<file path="src/rtl/ram_fifo_arb.sv">
// Round-robin write arbiter for two byte producers plus FIFO pointer/occupancy
// sequencing in front of an external single-write-port, async-read RAM.
module ram_fifo_arb #(
    parameter int unsigned DATA_WIDTH = 8,
    parameter int unsigned DEPTH_LOG2 = 4
) (
    input  logic                  clk,
    input  logic                  reset,
    input  logic                  flush,
    input  logic [DATA_WIDTH-1:0] p0_data,
    input  logic                  p0_valid,
    output logic                  p0_ack,
    input  logic [DATA_WIDTH-1:0] p1_data,
    input  logic                  p1_valid,
    output logic                  p1_ack,
    output logic [DATA_WIDTH-1:0] out_data,
    output logic                  out_valid,
    input  logic                  out_ready,
    output logic [DEPTH_LOG2:0]   count,
    output logic                  full,
    output logic [DATA_WIDTH-1:0] ram_in_data,
    output logic [DEPTH_LOG2-1:0] ram_in_addr,
    output logic                  ram_in_latch,
    output logic [DEPTH_LOG2-1:0] ram_out_addr,
    input  logic [DATA_WIDTH-1:0] ram_out_data
);

    localparam logic [DEPTH_LOG2:0]   DepthCount = {1'b1, {DEPTH_LOG2{1'b0}}};
    localparam logic [DEPTH_LOG2-1:0] PtrOne     = (DEPTH_LOG2)'(1);
    localparam logic [DEPTH_LOG2:0]   CountOne   = (DEPTH_LOG2 + 1)'(1);

    logic [DEPTH_LOG2-1:0] wr_ptr_q, wr_ptr_d;
    logic [DEPTH_LOG2-1:0] rd_ptr_q, rd_ptr_d;
    logic [DEPTH_LOG2:0]   count_q, count_d;
    logic                  last_q, last_d;

    logic full_int;
    logic can_grant;
    logic grant0;
    logic grant1;
    logic push;
    logic pop;

    // Arbitration only looks at registered state, so out_ready never reaches the acks.
    always_comb begin
        full_int  = (count_q == DepthCount);
        can_grant = !full_int && !reset && !flush;
        grant0    = can_grant && p0_valid && (!p1_valid || last_q);
        grant1    = can_grant && p1_valid && (!p0_valid || !last_q);
        push      = grant0 || grant1;
        pop       = out_valid && out_ready && !flush;
    end

    always_comb begin
        wr_ptr_d = wr_ptr_q;
        rd_ptr_d = rd_ptr_q;
        count_d  = count_q;
        last_d   = last_q;
        if (flush) begin
            wr_ptr_d = '0;
            rd_ptr_d = '0;
            count_d  = '0;
        end else begin
            if (push) begin
                wr_ptr_d = wr_ptr_q + PtrOne;
                last_d   = grant1;
            end
            if (pop) begin
                rd_ptr_d = rd_ptr_q + PtrOne;
            end
            unique case ({push, pop})
                2'b10:   count_d = count_q + CountOne;
                2'b01:   count_d = count_q - CountOne;
                default: count_d = count_q;
            endcase
        end
    end

    always_ff @(posedge clk) begin
        if (reset) begin
            wr_ptr_q <= '0;
            rd_ptr_q <= '0;
            count_q  <= '0;
            last_q   <= 1'b1;
        end else begin
            wr_ptr_q <= wr_ptr_d;
            rd_ptr_q <= rd_ptr_d;
            count_q  <= count_d;
            last_q   <= last_d;
        end
    end

    // Status outputs are forced quiet while reset is high, before the clearing edge.
    always_comb begin
        p0_ack       = grant0;
        p1_ack       = grant1;
        ram_in_latch = push;
        ram_in_data  = grant1 ? p1_data : p0_data;
        ram_in_addr  = wr_ptr_q;
        ram_out_addr = rd_ptr_q;
        out_data     = ram_out_data;
        count        = reset ? '0 : count_q;
        out_valid    = !reset && (count_q != '0);
        full         = !reset && full_int;
    end

endmodule

</file>
<file path="config.mk">
export PLATFORM = sky130hd
export DESIGN_NAME = ram_fifo_arb
export DESIGN_NICKNAME = d
export VERILOG_FILES = /design/src/rtl/ram_fifo_arb.sv
export SDC_FILE = /design/constraint.sdc
export NUM_CORES = 1
export LEC_CHECK = 0
export CORE_MARGIN = 8
export CORE_UTILIZATION = 37
export CTS_CLUSTER_SIZE = 30
export DETAILED_ROUTE_END_ITERATION = 12
export HOLD_SLACK_MARGIN = 0.06
export PLACE_DENSITY = 0.8
export SLEW_MARGIN = 10
export SYNTH_ARGS = -nofsm -noshare
export SYNTH_HDL_FRONTEND = slang
export SYNTH_SLANG_ARGS = --single-unit
</file>
<file path="constraint.sdc">
create_clock -name clk -period 3 [get_ports clk]
set_input_delay 0.6 -clock clk [delete_from_list [all_inputs] [get_ports clk]]
set_output_delay 0.6 -clock clk [all_outputs]
set_load 0.005 [all_outputs]
</file>
==> impl_summary.md <==
STA
In this run the tightest slew margin relative to its limit is 0.836. The routed design could run at a clock period as short as 2.91 ns. The number of failing hold endpoints at the final stage came to 0. At the pin with the least slew margin, the transition time is 0.239 ns. The final critical-path share of the clock period is 0.970. The final-report max-slew violation count came to 0. The final setup violation count is 0. The post-route worst setup slack is 0.0889 ns. Between clock sinks in the finished design, the worst skew comes to 0.00508 ns. Setup repair after global routing left no endpoint under its margin.

For this run, the top clock speed supported by timing is 344 MHz.

Clock network
In this run, post-CTS hold repair placed 0 buffers. TritonCTS built the clock tree. The tree is rooted in a clkbuf_4. The number of buffers created by CTS is 3.

CTS saw 14 sinks. The buffer depth of the longest clock path is 2. The latest clock arrival within the worst-skew pair is 0.28 ns. Clock-pin slew was measured on the worst setup and hold paths at 0.08 ns.

In this run the number of H-tree levels came out at 1.

Pwr
In this run the power spent charging and discharging nets is 0.105 mW. The maximum VDD drop is 0.344 mV. The part of the total power dissipated in the clock network is 0.315.

Dividing total power by cell area gives a power density of 270 mW/mm^2. The switching part of the total power is 0.241. The combinational cell fraction of total power is 0.243.

The relative contribution of sequential cells to total power is 0.442. The static leakage is 0.683 nW. Internal power comes to 0.330 mW.

Floorplan
The die is 69.6 um tall. The area of the die is 0.00484 mm^2. After floorplanning, the core was divided into 19 placement rows. The floorplan step set the die width to 69.6 um.

The area of the core is 0.00273 mm^2. 64 I/O pins were placed. For this configuration, the core starts out at a cell density of 0.389.

Critical path
The cell count of the worst reg-to-reg path is 9. In this run the worst path has a maximum fanout of 9. The worst register-to-register path begins at count_q[0]. The kind of critical path is input pin to output port. At the worst endpoint, the required time is 2.40 ns.

The type of origin of the critical path is an input pin. The data arrival time of the worst path is 2.31 ns. STA classifies the critical path endpoint as an output port. The endpoint identified for the worst register-to-register timing path is count_q[4].

The worst register-to-register path has a setup slack of 0.25 ns.

Global routing
The number of antenna violations at the first check in global routing is 0. The via count of the first global-routing pass is 1158. The largest net degree at the start of global routing is 11. The final global-route overflow total is 0. The aggregate global-route resource usage is 0.138. The first-pass GRT wire length is 5.60 mm.

Yosys
The count of mapped cells out of synthesis is 121. Of the total synthesized cell area, the portion taken by XOR and XNOR cells is 0.0412. The synthesized-area fraction occupied by ao, oa, aoi and oai cells is 0.118. The mapped netlist covers 0.00106 mm^2.

Of the total synthesized cell area, the portion taken by full adders, half adders and majority gates is 0.0895. The post-synthesis area per instance is 8.78 um^2. The number of storage elements in the synthesis netlist is 14.

The main combinational cell family by area after synthesis is simple AND/OR/NAND/NOR gates. For this run, the number of Yosys warnings is 0. The portion of the post-synthesis area used by sequential elements is 0.264. The simple-gate area share of the yosys netlist is 0.246. Counting every net in the synthesized netlist gives 158.

The multiplexer share of the synthesized area is 0.141. The number of different library cells used by synthesis comes to 37.

Layout
The relative area change from synthesis to final layout is 51.5%. In the layout the commonest cells are clkdlybuf4s50_1 (39), nor2_1 (19), dfxtp_1 (14), buf_4 (9). The finished cells cover 0.00161 mm^2. The filler cell count in the final layout is 245. At the end of the flow, the number of nets in the layout was 207. 0 antenna diodes ended up in the layout.

The share of the core filled with cells is 0.589. The share of cells above drive strength 1 is 0.195. The final instance count without filler cells is 200. Leaving out fill and tap cells, the most frequent cell in the layout is clkdlybuf4s50_1.

Routing
The first TritonRoute pass finished after 4 iterations. In the final routed layout, each cell accounts on average for 16.1 um. The number of routed nets with antenna violations is 0. The sum of routed wire length over all layers is 3.22 mm. The number of violations reported at the end of detailed-routing iteration 0 is 22. In the routed layout, each cell is associated on average with a via count of 5.11.

The remaining design rule violation count is 0. The routed layout has 1022 vias.

Worst hold path
The worst hold path class is flip-flop to flip-flop. The path with the worst hold slack has its endpoint at last_q. The startpoint of the tightest hold check path is last_q. The number of instances on the worst hold path is 1.

Placement
The count of buffers added on input and output ports is 47. The final RePlAce weighted congestion is 0.800. The placed cell area is 0.00157 mm^2.

The HPWL after detailed placement is 2.68 mm. In this run, placement finished with an instance count of 196. The worst setup slack after placement is -0.197 ns.

Outcome
The flow ran to the end, and the final reports show no timing, DRC or antenna violations.

Flow run
Max-cap violations in this run came to 0.
==> flip-flops by register name (all words and copies together), names as in the netlist <==
| register | cells |
|---|---|
| last_q | 1 |
| ram_out_addr | 4 |
| count_q | 5 |
| ram_in_addr | 4 |
==> synth_stat cells (all sizes together) <==
cell | n | area (um^2)
nand3 | 5 | 25.0
nor2 | 19 | 71.3
a31o | 1 | 8.76
nor2b | 6 | 37.5
nor4 | 1 | 21.3
mux2i | 3 | 30.0
ha | 6 | 75.1
o21ai | 1 | 5.00
nand4b | 1 | 8.76
inv | 5 | 18.8
o22ai | 1 | 6.26
nand2 | 6 | 22.5
or3 | 1 | 6.26
and3 | 2 | 13.8
and2 | 1 | 7.51
dfxtp | 14 | 280
a21o | 1 | 8.76
o211ai | 1 | 21.3
or2 | 2 | 12.5
nor3 | 2 | 10.0
xor2 | 3 | 26.3
a211o | 1 | 8.76
buf | 10 | 76.3
o2111ai | 1 | 8.76
fa | 1 | 20.0
mux2 | 8 | 120
a211oi | 1 | 7.51
nand2b | 1 | 6.26
or4 | 2 | 18.8
o21a | 2 | 15.0
a21oi | 7 | 35.0
clkbuf | 3 | 11.3
xnor2 | 2 | 17.5
==> worst max-delay path, stage by stage <==
cell             delay, ns
clkdlybuf4s50_1       0.42
or2_4                 0.26
a21oi_2               0.12
and3_4                0.21
buf_12                0.13
mux2_4                0.29
dlygate4sd2_1         0.27
==> power by group through the flow <==
stage	Sequential [mW]	Combinational (mW)	Clock (mW)
after floorplan	0.196	0.0504	0
after global placement	0.196	0.107	0
after detailed placement	0.197	0.110	0
after CTS	0.192	0.106	0.141
after global routing	0.193	0.115	0.149
final	0.192	0.106	0.137
==> cells by family (layout without fill, tap and decap cells) <==
| kind of cell | count (synthesis) | after routing |
|---|---|---|
| buffers and inverters | 18 | 66 |
| AOI/OAI and AO/OA | 17 | 17 |
| muxes | 11 | 11 |
| DFF | 14 | 14 |
| adders and majority gates | 7 | 7 |
| xor gates and xnor gates | 5 | 5 |
| and+or+nand+nor | 49 | 49 |
==> per-layer routing <==
metal  routed length (um)  global-route usage
met5                    0                   0
met4                   70              0.0569
met2                 1520               0.237
met1                 1390               0.151
met3                  234              0.0472
==> repair_timing <==
item,4_1_cts,5_1_grt
gates resized for setup,10,1
buffers inserted,0,0
pin swaps,1,0
endpoints found under the setup margin,8,8
hold endpoints to repair,0,0
==> area by class of cell <==
cell class,instances,area (um^2),share of cell area
sequential,14,280,0.174
multi-input combinational,89,687,0.427
tap,31,38.8,0.0241
clock buffer,4,36.3,0.0226
timing repair buffer,57,548,0.341
inverter,5,18.8,0.0117
==> through the flow <==
stage	power (mW)	hold slack [ns]	setup TNS [ns]
3_5_place_dp	0.307	0.477	-1.50
4_1_cts	0.440	0.501	0
5_1_grt	0.457	0.533	0
2_1_floorplan	0.246	0.449	0
3_3_place_gp	0.303	0.467	-1.34
6_report	0.435	0.499	0
==> worst max-delay path by stage <==
stage / start / endpoint / slack, ns / depth (start not counted)
after floorplan: reset / count_q[4] / 0.45 / 9
after global placement: reset / ram_in_data[6] / -0.17 / 7
after detailed placement: reset / ram_in_data[5] / -0.20 / 7
after CTS: reset / ram_in_data[5] / 0.03 / 7
after global routing: reset / ram_in_data[5] / 0.02 / 7
final: reset / ram_in_data[5] / 0.09 / 7
No activity file was read; power rests on OpenSTA's default activity.
